$ cat src/rtl/pipe_memwb_skid.sv
// MEM/WB pipeline stage with valid/ready handshake, two-entry skid buffer and synchronous flush.
// Optional forwarding port set enabled by defining PIPE_MEMWB_FWD_EN.
module pipe_memwb_skid #(
  parameter int DATA_W = 16,
  parameter int ADDR_W = 3,
  parameter int WB_W   = 2
) (
  input  logic              clk_i,
  input  logic              rst_n,
  input  logic              flush_i,
  input  logic              in_valid_i,
  output logic              in_ready_o,
  input  logic [WB_W-1:0]   WB_i,
  input  logic [DATA_W-1:0] FUresult_i,
  input  logic [ADDR_W-1:0] RDaddr_i,
  input  logic [DATA_W-1:0] memReadData_i,
`ifdef PIPE_MEMWB_FWD_EN
  input  logic [ADDR_W-1:0] fwdQueryAddr_i,
  output logic              fwdHit_o,
  output logic [DATA_W-1:0] fwdData_o,
`endif
  output logic              out_valid_o,
  input  logic              out_ready_i,
  output logic [WB_W-1:0]   WB_o,
  output logic [DATA_W-1:0] FUresult_o,
  output logic [ADDR_W-1:0] RDaddr_o,
  output logic [DATA_W-1:0] memReadData_o
);

  typedef enum logic [1:0] {
    ST_EMPTY = 2'b00,
    ST_ONE   = 2'b01,
    ST_TWO   = 2'b10
  } state_t;

  state_t state_r, state_next_s;

  logic              main_valid_r, skid_valid_r, in_ready_r;
  logic [WB_W-1:0]   main_wb_r,   skid_wb_r;
  logic [DATA_W-1:0] main_fu_r,   skid_fu_r;
  logic [ADDR_W-1:0] main_rd_r,   skid_rd_r;
  logic [DATA_W-1:0] main_mem_r,  skid_mem_r;

  logic accept_s, consume_s;
  logic load_main_in_s, load_skid_s, move_skid_s;

  assign accept_s  = in_valid_i & in_ready_r;
  assign consume_s = main_valid_r & out_ready_i;

  // State register
  always_ff @(posedge clk_i or negedge rst_n) begin
    if (!rst_n) begin
      state_r <= ST_EMPTY;
    end else begin
      state_r <= state_next_s;
    end
  end

  // Next-state logic; flush overrides any simultaneous handshake
  always_comb begin
    state_next_s = state_r;
    if (flush_i) begin
      state_next_s = ST_EMPTY;
    end else begin
      case (state_r)
        ST_EMPTY: state_next_s = accept_s ? ST_ONE : ST_EMPTY;
        ST_ONE: begin
          if (accept_s && !consume_s) begin
            state_next_s = ST_TWO;
          end else if (!accept_s && consume_s) begin
            state_next_s = ST_EMPTY;
          end else begin
            state_next_s = ST_ONE;
          end
        end
        ST_TWO:   state_next_s = consume_s ? ST_ONE : ST_TWO;
        default:  state_next_s = ST_EMPTY;
      endcase
    end
  end

  // Datapath steering decoded from current state and handshakes
  always_comb begin
    load_main_in_s = 1'b0;
    load_skid_s    = 1'b0;
    move_skid_s    = 1'b0;
    if (!flush_i) begin
      case (state_r)
        ST_EMPTY: load_main_in_s = accept_s;
        ST_ONE: begin
          load_main_in_s = accept_s & consume_s;
          load_skid_s    = accept_s & ~consume_s;
        end
        ST_TWO:   move_skid_s = consume_s & skid_valid_r;
        default: begin
          load_main_in_s = 1'b0;
          load_skid_s    = 1'b0;
          move_skid_s    = 1'b0;
        end
      endcase
    end else begin
      load_main_in_s = 1'b0;
      load_skid_s    = 1'b0;
      move_skid_s    = 1'b0;
    end
  end

  // Entry valid bits and ready, registered from next state to keep out_ready_i off the ready path
  always_ff @(posedge clk_i or negedge rst_n) begin
    if (!rst_n) begin
      main_valid_r <= 1'b0;
      skid_valid_r <= 1'b0;
      in_ready_r   <= 1'b1;
    end else begin
      main_valid_r <= (state_next_s != ST_EMPTY);
      skid_valid_r <= (state_next_s == ST_TWO);
      in_ready_r   <= (state_next_s != ST_TWO);
    end
  end

  // Main entry payload
  always_ff @(posedge clk_i or negedge rst_n) begin
    if (!rst_n) begin
      main_wb_r  <= {WB_W{1'b0}};
      main_fu_r  <= {DATA_W{1'b0}};
      main_rd_r  <= {ADDR_W{1'b0}};
      main_mem_r <= {DATA_W{1'b0}};
    end else if (load_main_in_s) begin
      main_wb_r  <= WB_i;
      main_fu_r  <= FUresult_i;
      main_rd_r  <= RDaddr_i;
      main_mem_r <= memReadData_i;
    end else if (move_skid_s) begin
      main_wb_r  <= skid_wb_r;
      main_fu_r  <= skid_fu_r;
      main_rd_r  <= skid_rd_r;
      main_mem_r <= skid_mem_r;
    end
  end

  // Skid entry payload
  always_ff @(posedge clk_i or negedge rst_n) begin
    if (!rst_n) begin
      skid_wb_r  <= {WB_W{1'b0}};
      skid_fu_r  <= {DATA_W{1'b0}};
      skid_rd_r  <= {ADDR_W{1'b0}};
      skid_mem_r <= {DATA_W{1'b0}};
    end else if (load_skid_s) begin
      skid_wb_r  <= WB_i;
      skid_fu_r  <= FUresult_i;
      skid_rd_r  <= RDaddr_i;
      skid_mem_r <= memReadData_i;
    end
  end

  assign in_ready_o    = in_ready_r;
  assign out_valid_o   = main_valid_r;
  // regWrite must never be seen asserted without a valid payload
  assign WB_o          = {main_wb_r[WB_W-1:1], main_wb_r[0] & main_valid_r};
  assign FUresult_o    = main_fu_r;
  assign RDaddr_o      = main_rd_r;
  assign memReadData_o = main_mem_r;

`ifdef PIPE_MEMWB_FWD_EN
  assign fwdHit_o  = main_valid_r & WB_o[0] & (main_rd_r == fwdQueryAddr_i) &
                     (main_rd_r != {ADDR_W{1'b0}});
  assign fwdData_o = main_wb_r[1] ? main_mem_r : main_fu_r;
`endif

endmodule

$ cat config.mk
export PLATFORM = sky130hd
export DESIGN_NAME = pipe_memwb_skid
export DESIGN_NICKNAME = d
export VERILOG_FILES = /design/src/rtl/pipe_memwb_skid.sv
export SDC_FILE = /design/constraint.sdc
export NUM_CORES = 1
export LEC_CHECK = 0
export ABC_AREA = 1
export BUFFER_PORTS_ARGS = -buffer_cell sky130_fd_sc_hd__buf_2
export CAP_MARGIN = 20
export CELL_PAD_IN_SITES_DETAIL_PLACEMENT = 1
export CELL_PAD_IN_SITES_GLOBAL_PLACEMENT = 2
export CORE_MARGIN = 2
export CORE_UTILIZATION = 32
export DETAILED_ROUTE_END_ITERATION = 12
export MAX_ROUTING_LAYER = met4
export PLACE_DENSITY = 0.85
export SLEW_MARGIN = 20
export SYNTH_ARGS = -nofsm -noshare
export SYNTH_HDL_FRONTEND = slang
export SYNTH_SLANG_ARGS = --single-unit
$ cat constraint.sdc
create_clock -name clk_i -period 1.8 [get_ports clk_i]
set_input_delay 0.54 -clock clk_i [delete_from_list [all_inputs] [get_ports clk_i]]
set_output_delay 0.54 -clock clk_i [all_outputs]
set_load 0.02 [all_outputs]
==> flow_summary.json, run 1 <==
{
  "synth_largest_area_cell": "dfrtp_1",
  "setup_tns_ns": 0,
  "ys_types": 16,
  "p_comb_frac": 0.255,
  "worst_slew_pin_slew_ns": 0.391,
  "drtIter0Drc": 176,
  "maxCapViolations": 0,
  "post-route-period-util": 0.916,
  "ir_drop_v": 0.000438,
  "synth_warnings": 0,
  "cellLeakagePower_uw": 0.00233,
  "grt_max_degree": 36,
  "seqPwrFrac": 0.478,
  "clk_pin_slew_ns": 0.08,
  "grt_pass1_vias": 3542,
  "syn_inst": 410,
  "dp_hpwl_um": 7480,
  "cp-end-kind": "flop",
  "hold_viol": 0,
  "place.gp.congestion": 0.788,
  "syn-num-nets": 453,
  "cts_root_buffer": "clkbuf_8",
  "setup_violations": 0,
  "slew-limit-headroom": 0.739,
  "drt_wl_total_um": 11200,
  "r2r_slack_ns": 0.15,
  "reg2reg_to": "FUresult_o[6]$_DFFE_PN0P_",
  "cts_buffer_depth": 2,
  "drt_first_pass_iters": 4,
  "crit_path_max_fanout": 9,
  "layout-drive-gt1-share": 0.273,
  "cts_sinks": 79,
  "status": "complete, no violations",
  "yosys-top-cells-area": "dfrtp_1, nand3_1, nand2_1",
  "drc_errors": 0,
  "period_minus_slack_ns": 1.65,
  "num_rows": 38,
  "post_drt_wl_per_cell_um": 17.4,
  "htree_levels": 3,
  "cts_hold_buffers": 0,
  "timing.rr.start": "in_ready_o$_DFF_PN1_",
  "clockPowerShare": 0.267,
  "switching_power_uw": 1880,
  "antenna_found_initial": 1,
  "syn_to_final_growth_pct": 24.8,
  "die_area_mm2": 0.0120,
  "rsz0062_at_grt": "no",
  "finalMaxSlewViolations": 0,
  "io-pin-count": 81,
  "clock-skew-final_ns": 0.00833,
  "sw_frac_of_total": 0.341,
  "yosysTopAreaCellShare": 0.547,
  "crit_path_start_kind": "flop",
  "grt_overflow": 0,
  "start_util": 0.329,
  "power.density_mw_per_mm2": 1240,
  "final_nets": 538,
  "ys_ff_latch": 79,
  "core_area_mm2": 0.0108,
  "hp-class": "primary input to async pin",
  "path_class": "flop to flop",
  "cts_tree": "yes",
  "num_vias": 3333,
  "io_buffers": 80,
  "via_per_inst": 5.21,
  "max_clock_freq_mhz": 606,
  "die_w_um": 110,
  "intPower_uw": 3630,
  "fp.dieH_um": 110,
  "syn_area_per_cell_um2": 8.70,
  "reg2reg_depth": 9,
  "cts_resized": 0,
  "synth_area_mm2": 0.00357,
  "clk_latency_ns": 0.36,
  "post_cts_buffers": 0,
  "seq_area_frac_synth": 0.555,
  "grt_util_all_layers": 0.203,
  "ant_nets": 0,
  "required_ns": 2.05,
  "grt_pass1_wl_um": 18000,
  "numCtsBuffers": 9,
  "power_uw": 5510,
  "cp.arrival_ns": 1.90
}
-- critical path, cell delays in order (launching register included) --
cell	delay, ns
dfstp_2	0.53
nand2_1	0.08
inv_2	0.07
ha_1	0.14
nand3_1	0.09
nand2_2	0.12
nand2_2	0.13
buf_4	0.21
nand3_1	0.07
nand3_1	0.08
-- worst max path at each step --
stage | from | endpoint | slack [ns] | cells past startpoint
after floorplan | in_ready_o$_DFF_PN1_ | FUresult_o[0]$_DFFE_PN0P_ | 0.21 | 9
after global placement | out_ready_i | memReadData_o[0]$_DFFE_PN0P_ | 0.09 | 10
after detailed placement | in_valid_i | FUresult_o[6]$_DFFE_PN0P_ | 0.01 | 10
after CTS | in_ready_o$_DFF_PN1_ | FUresult_o[6]$_DFFE_PN0P_ | 0.13 | 9
after global routing | in_ready_o$_DFF_PN1_ | FUresult_o[6]$_DFFE_PN0P_ | 0.03 | 9
final | in_ready_o$_DFF_PN1_ | FUresult_o[6]$_DFFE_PN0P_ | 0.15 | 9
-- flip-flops by register name (all words and copies together), names as in the netlist --
signal	count
main_wb_r	2
RDaddr_o	3
FUresult_o	16
skid_rd_r	3
skid_wb_r	2
out_valid_o	1
skid_fu_r	16
skid_valid_r	1
skid_mem_r	16
memReadData_o	16
in_ready_o	1
state_r	2
-- layout make-up --
class | instances | area [µm²]
Antenna cell | 1 | 2.50
Clock buffer | 11 | 141
Clock inverter | 4 | 70.1
Fill cell | 1330 | 6390
Inverter | 15 | 56.3
Multi-Input combinational cell | 283 | 1350
Sequential cell | 79 | 1980
Tap cell | 140 | 175
Timing Repair Buffer | 107 | 681
-- power groups by stage --
stage	sequential [µW]	combinational [µW]	clock, µW
6_report	2630	1410	1470
5_1_grt	2690	1580	1580
4_1_cts	2630	1440	1500
3_5_place_dp	2660	1440	0
3_3_place_gp	2630	1370	0
2_1_floorplan	2840	638	0
-- layer usage --
| layer | wire, µm | part of all wire | global-route usage |
|---|---|---|---|
| met1 | 4790 | 0.43 | 0.246 |
| met2 | 5680 | 0.51 | 0.341 |
| met3 | 516 | 0.046 | 0.0326 |
| met4 | 170 | 0.015 | 0.0769 |
| met5 | 0 | 0 | - |
-- cells in the mapped netlist, drive strengths merged --
library cell,count
o21ai,3
nand2,90
buf,32
clkbuf,1
nor2,7
inv,15
dfrtp,78
dfstp,1
ha,1
nand3,182
-- cells in the final DEF, fill, tap and decap left out, drive strengths merged --
cell type    n
buf        107
bufinv       2
clkbuf      11
clkinv       2
dfrtp       78
dfstp        1
diode        1
ha           1
inv         15
nand2       90
nand3      182
nor2         7
o21ai        3
-- stage by stage --
stage                     setup WS (ns)  hold slack [ns]  area (µm²)  utilization  instances
final                             0.151           0.0870        4450        0.411        640
after global routing             0.0290            0.102        4450        0.411        640
after CTS                         0.130           0.0880        4450        0.410        639
after detailed placement         0.0142            0.464        4240        0.391        624
after global placement           0.0948            0.454        4240        0.391        624
after floorplan                   0.207            0.244        3570            -        410
-- cells by family after synthesis --
group	count (synthesis)	share of synthesized area
compound gates	3	0.00421
simple gates	279	0.367
fa+ha+maj	1	0.00351
flops	79	0.555
buf+inv	48	0.0712
(Power assumes the default switching activity.)
==> run 2: changes to the inputs <==
--- a/config.mk
+++ b/config.mk
@@ -5,16 +5,15 @@
 export SDC_FILE = /design/constraint.sdc
 export NUM_CORES = 1
 export LEC_CHECK = 0
-export ABC_AREA = 1
 export BUFFER_PORTS_ARGS = -buffer_cell sky130_fd_sc_hd__buf_2
 export CAP_MARGIN = 20
 export CELL_PAD_IN_SITES_DETAIL_PLACEMENT = 1
 export CELL_PAD_IN_SITES_GLOBAL_PLACEMENT = 2
 export CORE_MARGIN = 2
-export CORE_UTILIZATION = 32
+export CORE_UTILIZATION = 36
 export DETAILED_ROUTE_END_ITERATION = 12
 export MAX_ROUTING_LAYER = met4
-export PLACE_DENSITY = 0.85
+export PLACE_DENSITY = 0.83
 export SLEW_MARGIN = 20
 export SYNTH_ARGS = -nofsm -noshare
 export SYNTH_HDL_FRONTEND = slang
==> flow_summary.json, run 2 <==
{
  "status": "complete, no violations",
  "cts_tree": "yes",
  "num_vias": 2314,
  "drt_wl_total_um": 7820,
  "start_util": 0.373,
  "cellLeakagePower_uw": 0.00239,
  "synth_area_mm2": 0.00348,
  "final_nets": 378,
  "die_area_mm2": 0.0105,
  "hp-class": "primary input to async pin",
  "maxCapViolations": 0,
  "synth_ff_type": "dfrtp_1",
  "yosys-top-cells-area": "dfrtp_1, mux2_4, a22o_1",
  "cts_root_buffer": "clkbuf_8",
  "syn_area_per_cell_um2": 14.7,
  "max_clock_freq_mhz": 582,
  "crit_path_start_kind": "flop",
  "path_cells": "nand2_2 > inv_2 > ha_4 > nand2_2 > a211oi_4 > buf_6 > nor2_4 > buf_12 > a21o_1",
  "final_common_cell": "buf_2",
  "setup_violations": 0,
  "post-route-period-util": 0.955,
  "cp.arrival_ns": 1.94,
  "dp_hpwl_um": 5430,
  "required_ns": 2.03,
  "n_antenna_cell": 0,
  "synth_largest_area_cell": "dfrtp_1",
  "grt_max_degree": 28,
  "die_w_um": 102,
  "fp.dieH_um": 102,
  "ys_ff_latch": 79,
  "io-pin-count": 81,
  "slew-limit-headroom": 0.728,
  "period_minus_slack_ns": 1.72,
  "grt_overflow": 0,
  "ys_types": 30,
  "power_uw": 5550,
  "stdcell_area_mm2": 0.00443,
  "reg2reg_to": "FUresult_o[15]$_DFFE_PN0P_",
  "yosysTopAreaCellShare": 0.560,
  "syn_inst": 237,
  "grt_pass1_vias": 2481,
  "clk_latency_ns": 0.34,
  "antenna_found_initial": 0,
  "worst_slew_pin_slew_ns": 0.408,
  "core_area_mm2": 0.00933,
  "layout-drive-gt1-share": 0.501,
  "drt_first_pass_iters": 4,
  "synth-edff-count": 0,
  "clk_pin_slew_ns": 0.09,
  "io_buffers": 80,
  "syn-num-nets": 280,
  "cp-end-kind": "flop",
  "layout_common_cells": "buf_2, dfrtp_1, a22o_1, a21o_1, mux2_4",
  "ir_drop_v": 0.000431,
  "hold_viol": 0,
  "power.density_mw_per_mm2": 1250,
  "slowest_stage": "dfstp_2",
  "ant_nets": 0,
  "path_class": "flop to flop",
  "r2r_slack_ns": 0.08,
  "seq_area_frac_synth": 0.568,
  "drc_errors": 0,
  "synth_warnings": 0,
  "reg2reg_depth": 9,
  "grt_util_all_layers": 0.163,
  "finalMaxSlewViolations": 0,
  "htree_levels": 3,
  "post_dp_cell_area_mm2": 0.00418,
  "syn_to_final_growth_pct": 27.2,
  "drtIter0Drc": 50,
  "via_per_inst": 4.94,
  "crit_path_max_fanout": 18,
  "critPathMaxStageDelay_ns": 0.54,
  "post_drt_wl_per_cell_um": 16.7,
  "async_flop_share": 1.00,
  "clock-skew-final_ns": 0.0124,
  "yosys-top-cells-count": "dfrtp_1, a21o_1, a22o_1",
  "cts_sinks": 79,
  "crit_top_cell": "nand2_2",
  "num_rows": 35,
  "setup_tns_ns": 0,
  "cts_buffer_depth": 2,
  "numCtsBuffers": 9,
  "synthMostInstantiatedCell": "dfrtp_1",
  "grt_pass1_wl_um": 12600,
  "place.gp.congestion": 0.771,
  "timing.rr.start": "in_ready_o$_DFF_PN1_"
}
[run 2: cell types whose count changed in the layout (fill, tap and decap cells not counted), sizes merged, moves of 2 or more]
cell	change
a22o	+35
mux2	+37
nand3	-182
inv	-10
nand2	-84
nor3	+2
buf	-5
mux2i	+3
nand2b	+3
a21o	+35
o22a	+2
[run 2: where the power goes]
part	switching, µW	internal (µW)	leakage [µW]
combinational	657	815	0.00131
sequential	309	2310	0.000971
clock	642	815	0.000109
total	1610	3940	0.00239
[run 2: through the flow]
| stage | cells | hold slack, ns | setup slack [ns] | util |
|---|---|---|---|---|
| floorplan | 237 | 0.244 | -0.0336 | - |
| global placement | 452 | 0.453 | -0.137 | 0.448 |
| detailed placement | 452 | 0.462 | -0.204 | 0.448 |
| CTS | 468 | 0.123 | 0.0375 | 0.473 |
| global route | 468 | 0.124 | -0.00242 | 0.475 |
| finish | 468 | 0.124 | 0.0810 | 0.475 |
[run 2: area by class of cell]
cell class | instances | area (µm²)
Inverter | 4 | 15.0
Fill cell | 965 | 4900
Clock inverter | 5 | 81.3
Multi-Input combinational cell | 139 | 1370
Tap cell | 129 | 161
Clock buffer | 10 | 138
Sequential cell | 79 | 1980
Timing Repair Buffer | 102 | 684
[run 2: cells by family after synthesis]
| group | share of synthesized area |
|---|---|
| AOI/OAI and AO/OA | 0.182 |
| adders and majority gates | 0.00359 |
| and+or+nand+nor | 0.0399 |
| DFF | 0.568 |
| muxes | 0.161 |
| buffers and inverters | 0.0463 |
[run 2: repair_timing]
item	4_1_cts	5_1_grt
endpoints found under the hold margin	0	0
gates resized for setup	2	5
setup endpoints to repair	35	34
hold buffers	0	0
buffers inserted	1	0
pin swaps	1	0
[run 2: worst max path at each step]
stage	end	depth (start not counted)	slack, ns	startpoint
2_1_floorplan	FUresult_o[10]$_DFFE_PN0P_	9	-0.03	in_ready_o$_DFF_PN1_
3_3_place_gp	FUresult_o[0]$_DFFE_PN0P_	9	-0.14	out_ready_i
3_5_place_dp	memReadData_o[7]$_DFFE_PN0P_	9	-0.20	in_valid_i
4_1_cts	memReadData_o[7]$_DFFE_PN0P_	9	0.04	in_ready_o$_DFF_PN1_
5_1_grt	FUresult_o[0]$_DFFE_PN0P_	9	-0.002	in_ready_o$_DFF_PN1_
6_report	FUresult_o[15]$_DFFE_PN0P_	9	0.08	in_ready_o$_DFF_PN1_
[run 2: worst max-delay path: cells and delay by family (launching register included)]
| kind | cells | cell delay [ns] |
|---|---|---|
| AND/OR/NAND/NOR | 3 | 0.18 |
| AO/OA/AOI/OAI | 2 | 0.39 |
| adder cells (fa/ha/maj) | 1 | 0.12 |
| buffers and inverters | 3 | 0.38 |
| flip-flops | 1 | 0.54 |
[run 2: metal layers]
metal | track usage | vias to the layer above | share of wire
met4 | 0.0554 | 0 | 0.0078
met3 | 0.0280 | 7 | 0.033
met1 | 0.192 | 1197 | 0.43
li1 | - | 1062 | -
met5 | - | - | 0
met2 | 0.283 | 48 | 0.53
